--- src/rtl/select_max_unit.sv ---
// Sequential arg-max over N signed classifier scores: capture once, scan one
// element per clock, report the index of the largest score with a done flag.
module select_max_unit #(
    parameter int N     = 10,
    parameter int W     = 8,
    parameter int IDX_W = 4
) (
    input  logic                clk,
    input  logic                reset,
    input  logic                enable,
    input  logic signed [W-1:0] in_data [0:N-1],
    output logic [IDX_W-1:0]    digit,
    output logic                layer_done
);

    // state | meaning
    // IDLE  | waiting for enable; captures in_data on the enabling edge
    // SCAN  | comparing one buffered score per clock against the running max
    // DONE  | result held on digit/layer_done until enable drops
    typedef enum logic [1:0] {
        IDLE = 2'd0,
        SCAN = 2'd1,
        DONE = 2'd2
    } state_t;

    state_t state, state_nxt;

    logic signed [W-1:0] buffer [0:N-1];
    logic signed [W-1:0] run_max;
    logic [IDX_W-1:0]    run_idx;
    logic [IDX_W-1:0]    ptr;
    logic signed [W-1:0] cand;
    logic                greater;
    logic                last;

    logic capture;
    logic step;
    logic finish;
    logic clear_done;

    generate
        if (N > 1) begin : g_multi
            assign cand = buffer[ptr];
        end else begin : g_single
            assign cand = buffer[0];
        end
    endgenerate

    // Strict compare so a tie keeps the earlier (lower) index.
    assign greater = (cand > run_max);
    assign last    = (N == 1) || (ptr == IDX_W'(N - 1));

    always_ff @(posedge clk) begin
        if (reset) begin
            state <= IDLE;
        end else begin
            state <= state_nxt;
        end
    end

    always_comb begin
        state_nxt = state;
        case (state)
            IDLE: begin
                if (enable) begin
                    state_nxt = SCAN;
                end
            end
            SCAN: begin
                if (!enable) begin
                    state_nxt = IDLE;
                end else if (last) begin
                    state_nxt = DONE;
                end
            end
            DONE: begin
                if (!enable) begin
                    state_nxt = IDLE;
                end
            end
            default: state_nxt = IDLE;
        endcase
    end

    always_comb begin
        capture    = 1'b0;
        step       = 1'b0;
        finish     = 1'b0;
        clear_done = 1'b0;
        case (state)
            IDLE: capture = enable;
            SCAN: begin
                step       = enable;
                finish     = enable && last;
                clear_done = !enable;
            end
            DONE: clear_done = !enable;
            default: clear_done = 1'b1;
        endcase
    end

    always_ff @(posedge clk) begin
        if (reset) begin
            for (int i = 0; i < N; i++) begin
                buffer[i] <= '0;
            end
            run_max    <= '0;
            run_idx    <= '0;
            ptr        <= '0;
            digit      <= '0;
            layer_done <= 1'b0;
        end else begin
            if (capture) begin
                for (int i = 0; i < N; i++) begin
                    buffer[i] <= in_data[i];
                end
                run_max <= in_data[0];
                run_idx <= '0;
                ptr     <= IDX_W'(1);
            end
            if (step) begin
                if (greater) begin
                    run_max <= cand;
                    run_idx <= ptr;
                end
                if (!last) begin
                    ptr <= ptr + IDX_W'(1);
                end
            end
            // The final compare is folded into the digit load so digit and
            // layer_done update on the same edge as the last element.
            if (finish) begin
                digit      <= greater ? ptr : run_idx;
                layer_done <= 1'b1;
            end
            if (clear_done) begin
                layer_done <= 1'b0;
            end
        end
    end

endmodule

--- config.mk ---
export PLATFORM = sky130hd
export DESIGN_NAME = select_max_unit
export DESIGN_NICKNAME = d
export VERILOG_FILES = /design/src/rtl/select_max_unit.sv
export SDC_FILE = /design/constraint.sdc
export NUM_CORES = 1
export LEC_CHECK = 0
export CAP_MARGIN = 20
export CORE_UTILIZATION = 50
export DETAILED_ROUTE_END_ITERATION = 10
export HOLD_SLACK_MARGIN = 0.15
export PLACE_DENSITY = 0.81
export SETUP_SLACK_MARGIN = 0.5
export SYNTH_ARGS = -nofsm -noshare
export SYNTH_HDL_FRONTEND = slang
export SYNTH_SLANG_ARGS = --single-unit
export TNS_END_PERCENT = 10
--- constraint.sdc ---
create_clock -name clk -period 9.4 [get_ports clk]
set_clock_uncertainty 0.2 [all_clocks]
set_input_delay 2.82 -clock clk [delete_from_list [all_inputs] [get_ports clk]]
set_output_delay 2.82 -clock clk [all_outputs]
set_load 0.005 [all_outputs]
==> results of run 1 <==
-- logic make-up after synthesis --
kind of cell             share of synthesized area, %
AO/OA/AOI/OAI                                    12.0
adder cells (fa/ha/maj)                          3.17
buffers and inverters                            3.97
flip-flops                                       55.8
multiplexers                                     8.24
AND/OR/NAND/NOR                                  16.9
-- worst max-delay path, cell delays in order --
cell	delay, ns
clkdlybuf4s50_1	0.79
nand2_1	0.57
nand2b_4	0.96
-- per-layer routing --
| metal | vias up | GRT usage (%) | wire, um |
|---|---|---|---|
| li1 | 1713 | - | - |
| met1 | 1646 | 26.1 | 4610 |
| met2 | 119 | 36.8 | 5110 |
| met3 | 22 | 3.90 | 516 |
| met4 | 0 | 9.21 | 264 |
| met5 | - | 0 | 0 |
-- how the worst min path moves through the flow --
stage	from	endpoint	slack (ns)	depth (start not counted)
final	digit[2]	digit[2]	0.26	2
after global routing	digit[1]	digit[1]	0.29	2
after CTS	digit[2]	digit[2]	0.27	2
after detailed placement	digit[2]	digit[2]	0.25	2
after global placement	digit[2]	digit[2]	0.24	2
after floorplan	digit[2]	digit[2]	0.25	2
-- stage by stage --
step / utilization [%] / cells / power, uW / instance area (um2)
floorplan: - / 430 / 675 / 5130
detailed placement: 61.5 / 626 / 746 / 6070
global placement: 61.3 / 625 / 737 / 6040
finish: 64.3 / 642 / 1100 / 6340
CTS: 64.3 / 642 / 1100 / 6340
global route: 64.3 / 642 / 1140 / 6340
-- sequential cells by signal, summed over array words and instances, names as in the netlist --
register	count
state	2
digit	4
buffer	80
run_max	8
ptr	4
layer_done	1
run_idx	4
-- power breakdown --
part	switching [uW]	leakage, uW	internal [uW]
sequential	15.6	0.00106	535
combinational	96.3	0.00109	90.1
clock	151	0.000134	212
total	263	0.00228	837
-- cell usage in the layout (no fill, tap or decap), drive strengths merged, types with 3 or more instances in the layout --
master,instances
o22ai,6
a22o,6
nor2,17
nand2b,3
clkbuf,11
nor3,3
edfxtp,80
inv,13
and2,82
clkdlybuf4s50,87
mux2,18
buf,3
nor2b,3
mux2i,22
o2111ai,3
ha,13
bufinv,4
o21ai,7
dfxtp,23
nand3,8
a21oi,22
o211ai,6
o31ai,5
nand4,6
nand2,28
a311oi,8
-- layout make-up --
| class | instances | area share (%) |
|---|---|---|
| inverters | 12 | 0.710 |
| clock buffers | 11 | 2.23 |
| multi-input cells | 288 | 32.9 |
| repair buffers | 90 | 14.4 |
| clock inverters | 5 | 2.03 |
| well taps | 133 | 2.62 |
| flip-flops and latches | 103 | 45.1 |
==> impl_metrics.yaml, run 1 <==
place:
  io_buffers: 87
  dp_hpwl_mm: 7.30
  gp_congestion: 0.825
  place_ws_ns: 3.60
timing:
  period_needed_ns: 5.44
  slew_headroom_pct: 30.2
  tightest_slew_ns: 1.04
  rsz0062_at_grt: "false"
  period_share_pct: 57.9
  hold_viol_final: 0
  max_freq_mhz: 184
  final_max_slew_viol_count: 0
  setup_slack_ns: 3.96
  finalSetupViolCount: 0
  holdWs_ns: 0.260
  setup_tns_ns: 0
pwr:
  powerDensity_nw_per_um2: 173
  peakVddDrop_v: 0.0000936
  static-leakage-power_uw: 0.00228
floorplan:
  rows: 36
  core_area_um2: 9860
  dieArea_um2: 10700
  die_h_um: 103
  initial_core_util_pct: 52.1
  die_x_um: 103
  num_io_pins: 88
setup_path:
  r2r_start: "ptr[2]"
  reg2reg_depth: 9
  rr_endpoint: "run_max[6]"
  worstSetupStartpointType: "input pin"
  crit_end: "buffer[4][2]"
  startpoint: "enable"
  r2r_slack_ns: 5.72
  path_max_fanout: 80
  crit_arrival_ns: 5.22
  required_ns: 9.17
  crit_path_end_kind: "register"
  crit_type: "input pin to register"
synthesis:
  synth_warnings: 0
  synth.ff_latch_count: 103
  netlist-cell-type-count: 47
  async_flop_share_pct: 0
  synth_largest_area_cell: "edfxtp_1"
  syn_nets: 526
  yosysMostFrequentCell: "and2_1"
  ys_seq_area_share_pct: 55.8
  synth_common_cells: "and2_1, edfxtp_1, nand2_1"
  synth_edf_count: 80
  postSynthCellCount: 430
  mappedNetlistArea_um2: 5130
  synth-main-ff-cell: "edfxtp_1"
  synth_top_area_share_pct: 46.8
  synth.top_cells.by_area: "edfxtp_1, and2_1, dfxtp_1"
  synth_area_per_cell_um2: 11.9
layout:
  final-seq-area_um2: 2860
  multi_input_comb_area_um2: 2080
  area_growth_pct: 23.5
  nFillCells: 744
  drive_gt1_share_pct: 9.63
  fin_nets: 600
  antenna_cells: 0
global_routing:
  grt_usage_pct: 21.3
  grt_pass1_wl_mm: 16.8
  grt_start_max_net_pins: 81
  overflow: 0
  grt_pass1_vias: 3532
  antenna_found_initial: 0
clock_network:
  cts_max_level: 3
  clockBufferDepth: 2
  root_buffer: "clkbuf_8"
  cts_buffers: 9
  cts_tree: "built"
  holdBufCountCts: 0
  cts_resized: 0
  cts_setup_buffers: 0
  cts.sinks: 103
  clock_latency_ns: 0.36
  path_clk_slew_ns: 0.10
detailed_routing:
  drc: 0
  vias: 3500
  wl_per_cell_um: 16.4
  drt_iter0_drc: 147
  via_per_inst: 5.45
  final_antenna_net_count: 0
  drtPass1Iterations: 5
  drt-total-wl_mm: 10.5
status:
  status: "finished, final reports clean"
job:
  drv_cap: 0
worst_hold_path:
  min_path_type: "register to register"
(Power assumes the default switching activity.)
==> run 2: changes to the inputs <==
==> constraint.sdc (replaced) <==
create_clock -name clk -period 5.45 [get_ports clk]
set_clock_uncertainty 0.2 [all_clocks]
set_input_delay 1.635 -clock clk [delete_from_list [all_inputs] [get_ports clk]]
set_output_delay 1.635 -clock clk [all_outputs]
set_load 0.005 [all_outputs]
==> impl_metrics.yaml, run 2 (synthesis gave the netlist of run 1 again) <==
detailed_routing:
  wl_per_cell_um: 16.0
  drt-total-wl_mm: 10.3
  via_per_inst: 5.45
  drc: 0
  drt_iter0_drc: 151
  vias: 3510
  final_antenna_net_count: 0
  drtPass1Iterations: 4
clock_network:
  cts_resized: 0
  cts_tree: "built"
  holdBufCountCts: 0
  cts.sinks: 103
  clock_latency_ns: 0.37
  path_clk_slew_ns: 0.11
  cts_buffers: 9
  clockBufferDepth: 2
  root_buffer: "clkbuf_8"
  cts_max_level: 3
  cts_setup_buffers: 0
layout:
  final_common_cell: "clkdlybuf4s50_1"
  regMostFlops: "buffer"
  reg.largest.list: "buffer: 80 flops, run_max: 8 flops"
  postLayoutCoreUtil_pct: 63.7
  largest_register_ffs: 80
  antenna_cells: 0
  fin_cells: 644
  fin_nets: 602
  nFillCells: 756
  area_growth_pct: 22.5
  layout_common_cells: "clkdlybuf4s50_1, and2_1, edfxtp_1, nand2_1, dfxtp_1"
  drive_gt1_share_pct: 10.2
pwr:
  swShare_pct: 25.5
  combPwrFrac_pct: 18.0
  power.internal_uw: 1310
  clock_power_share_pct: 28.1
  static-leakage-power_uw: 0.00227
  seqPwrFrac_pct: 53.9
  powerDensity_nw_per_um2: 280
  peakVddDrop_v: 0.000132
  p_sw_uw: 449
floorplan:
  core_area_um2: 9860
  initial_core_util_pct: 52.1
  num_io_pins: 88
  rows: 36
  dieArea_um2: 10700
  die_h_um: 103
  die_x_um: 103
setup_path:
  crit_type: "input pin to register"
  path_max_fanout: 68
  critPathBufInv: 2
  path_depth: 4
  critPathMaxStageDelay_ns: 0.79
  worstSetupStartpointType: "input pin"
  cp_cell_sequence: "clkdlybuf4s50_1, nand2_1, nand2b_4, buf_12"
  crit_path_end_kind: "register"
  cp_slowest_cell: "clkdlybuf4s50_1"
  required_ns: 5.27
  critPathTopFamily: "buffers and inverters"
  reg2reg_depth: 10
  crit_arrival_ns: 3.77
place:
  io_buffers: 87
  gp_congestion: 0.811
  dp_cells: 628
  place_ws_ns: 1.15
  dp_hpwl_mm: 7.26
global_routing:
  antenna_found_initial: 0
  grt_pass1_vias: 3576
  grt_pass1_wl_mm: 16.6
  grt_start_max_net_pins: 81
  overflow: 0
  grt_usage_pct: 21.0
timing:
  period_share_pct: 72.5
  period_needed_ns: 3.95
  tightest_slew_ns: 1.03
  setup_slack_ns: 1.50
  final_max_slew_viol_count: 0
  slew_headroom_pct: 31.3
  setup_tns_ns: 0
  hold_viol_final: 0
  max_freq_mhz: 253
  rsz0062_at_grt: "false"
  finalSetupViolCount: 0
status:
  status: "finished, final reports clean"
worst_hold_path:
  whs_path_depth: 2
  min_path_type: "register to register"
job:
  drv_cap: 0
==> run 2: cell types whose count changed in the layout (fill, tap and decap cells not counted) <==
| cell | before | now |
|---|---|---|
| buf_12 | 0 | 1 |
| clkinv_2 | 0 | 1 |
| clkbuf_16 | 0 | 1 |
| clkbuf_1 | 1 | 0 |
| clkbuf_8 | 10 | 12 |
| buf_16 | 1 | 0 |
| buf_4 | 2 | 4 |
| bufinv_16 | 4 | 0 |
| inv_4 | 0 | 1 |
==> run 2: path summary, 6_finish.rpt <==
kind	start	endpoint	slack, ns
worst max-delay path	enable	buffer[0][5]	1.50
worst min-delay path	digit[2]	digit[2]	0.28
worst max register to register	ptr[1]	run_max[6]	1.65
worst min register to register	digit[2]	digit[2]	0.28
==> run 2: area by class of cell <==
type                       count  area, um2  share of cell area (%)
timing repair buffer          92        921                    14.6
multi-input combinational    288       2080                    33.1
inverter                      12       45.0                   0.716
clock inverter                 3       20.0                   0.318
tap                          133        166                    2.65
sequential                   103       2860                    45.5
clock buffer                  13        190                    3.02
==> run 2: routing by layer <==
metal  vias up  track usage [%]  part of all wire [%]
li1       1715                -                     -
met1      1655             24.4                    41
met2       118             37.4                    51
met3        22             4.57                   5.9
met4         0             8.99                   2.3
met5         -                0                     0
==> run 2: power by group through the flow <==
stage	combinational (uW)	clock (uW)	sequential (uW)
after detailed placement	315	0	967
after global routing	350	531	955
after CTS	317	501	949
after global placement	308	0	963
after floorplan	209	0	956
final	316	494	948
==> run 2: stage by stage <==
step	hold WS, ns	total power [uW]	instance area (um2)
floorplan	0.248	1170	5130
global placement	0.242	1270	6080
detailed placement	0.256	1280	6080
CTS	0.271	1770	6290
global route	0.289	1840	6290
finish	0.276	1760	6290
==> run 2: worst min-delay path: stages, from the launching register on <==
cell,delay (ns)
dfxtp_1,0.33
nand2_1,0.05
a21oi_1,0.05
==> RTL change, RTL diff (config.mk and constraints of run 1) <==
Make the reset (`reset`) asynchronous in 2 clocked blocks.
--- a/src/rtl/select_max_unit.sv
+++ b/src/rtl/select_max_unit.sv
@@ -50,7 +50,7 @@
     assign greater = (cand > run_max);
     assign last    = (N == 1) || (ptr == IDX_W'(N - 1));
 
-    always_ff @(posedge clk) begin
+    always_ff @(posedge clk or posedge reset) begin
         if (reset) begin
             state <= IDLE;
         end else begin
@@ -99,7 +99,7 @@
         endcase
     end
 
-    always_ff @(posedge clk) begin
+    always_ff @(posedge clk or posedge reset) begin
         if (reset) begin
             for (int i = 0; i < N; i++) begin
                 buffer[i] <= '0;
Function: same outputs for any inputs over 10 cycles, from zero or initial values and one cycle with reset high; that may be too few to reach the edited logic, so the function may still have changed.
==> RTL change against run 1 <==
  * Synthesized area is 2.0% lower
  * Utilization is 0.87 points lower
  * Wire length is 9.0% higher
  * Final area is 2.2% lower
  * Critical endpoint is now run_max[5]
  * Sequential cell count stayed put
  * Setup slack better by 0.57 ns
  * Highest routed layer unchanged
  * Via count is 13% higher
  * Largest cell class unchanged
  * Fmax is 12% higher
Power is not compared: it rests on default switching activity, and its combinational part moved more than twofold at a synthesized area within 25%.
==> RTL change: results <==
{
  "grt_pass1_wl_mm": 18.9,
  "bufAreaShareNonClock_pct": 15.0,
  "nClkBuffers": 10,
  "crit_fanout": 89,
  "synth_compound_area_share_pct": 6.44,
  "place_ws_ns": 4.21,
  "clk_share_pct": 3.43,
  "layout-drive-gt1-share_pct": 8.43,
  "ys_seq_area_share_pct": 51.2,
  "ys_types": 41,
  "met2_usage_pct": 39.4,
  "layout.nets": 708,
  "vias": 3970,
  "outcome": "finished, final reports clean",
  "grt_pass1_vias": 4071,
  "synth_fp_nets": 635,
  "synth.area.top_cells": "dfrtp_1 (51%), nand2_1 (20%), mux4_2 (7.2%), ha_1 (3.2%), mux2i_1 (3.0%)",
  "slew_headroom_pct": 39.7,
  "first_iter_violations": 266,
  "seq_share_pct": 41.6,
  "route.met3.wl_um": 495,
  "drt-met1-wl_mm": 4.93,
  "dpl_cell_area_um2": 5990,
  "synthArstFlopShare_pct": 100,
  "critPathSlowestCell": "clkdlybuf4s50_1",
  "max_stage_delay_ns": 0.70,
  "nonClockBufferCount": 92,
  "placedCellCount": 734,
  "num-multi-input-gates": 391,
  "synth-adder-area-share_pct": 3.23,
  "syn_to_final_growth_pct": 23.2,
  "synth_flop_cell": "dfrtp_1",
  "globalplace.congestion": 0.800,
  "wl_met2_mm": 5.73,
  "post_drt_wl_per_cell_um": 15.3,
  "synthMuxAreaShare_pct": 12.1,
  "syn_inst": 539,
  "grt_use_met1_pct": 31.0,
  "inv_count": 15,
  "grt_max_degree": 90,
  "yosys.area_share.xor_xnor_pct": 0.174
}
-- RTL change: cell types whose count changed in the layout (fill, tap and decap cells not counted), moves of 7 or more --
cell / delta
mux4_2: +16
edfxtp_1: -80
nor3_1: +7
nand2_1: +234
o21ai_1: +7
dfxtp_1: -23
mux2i_1: -7
nor2_1: -9
dfrtp_1: +102
and2_1: -82
mux2_2: -16
a21oi_1: -9
-- RTL change: logic make-up after synthesis --
group,count (synthesis)
AOI/OAI and AO/OA,46
xor gates and xnor gates,1
adders and majority gates,13
buffers and inverters,45
DFF,103
muxes,38
and+or+nand+nor,293
-- RTL change: final timing paths --
kind                               to  cells after the start        from  slack [ns]
setup / recovery           run_max[5]                      5      enable        4.53
hold / removal             buffer[17]                      2  buffer[17]        0.28
setup reg to reg           run_max[1]                      9      ptr[0]        5.25
hold reg to reg            buffer[17]                      2  buffer[17]        0.28
max in group asynchronous   buffer[6]                      4       reset        5.51
min in group asynchronous    state[0]                      2       reset        2.46
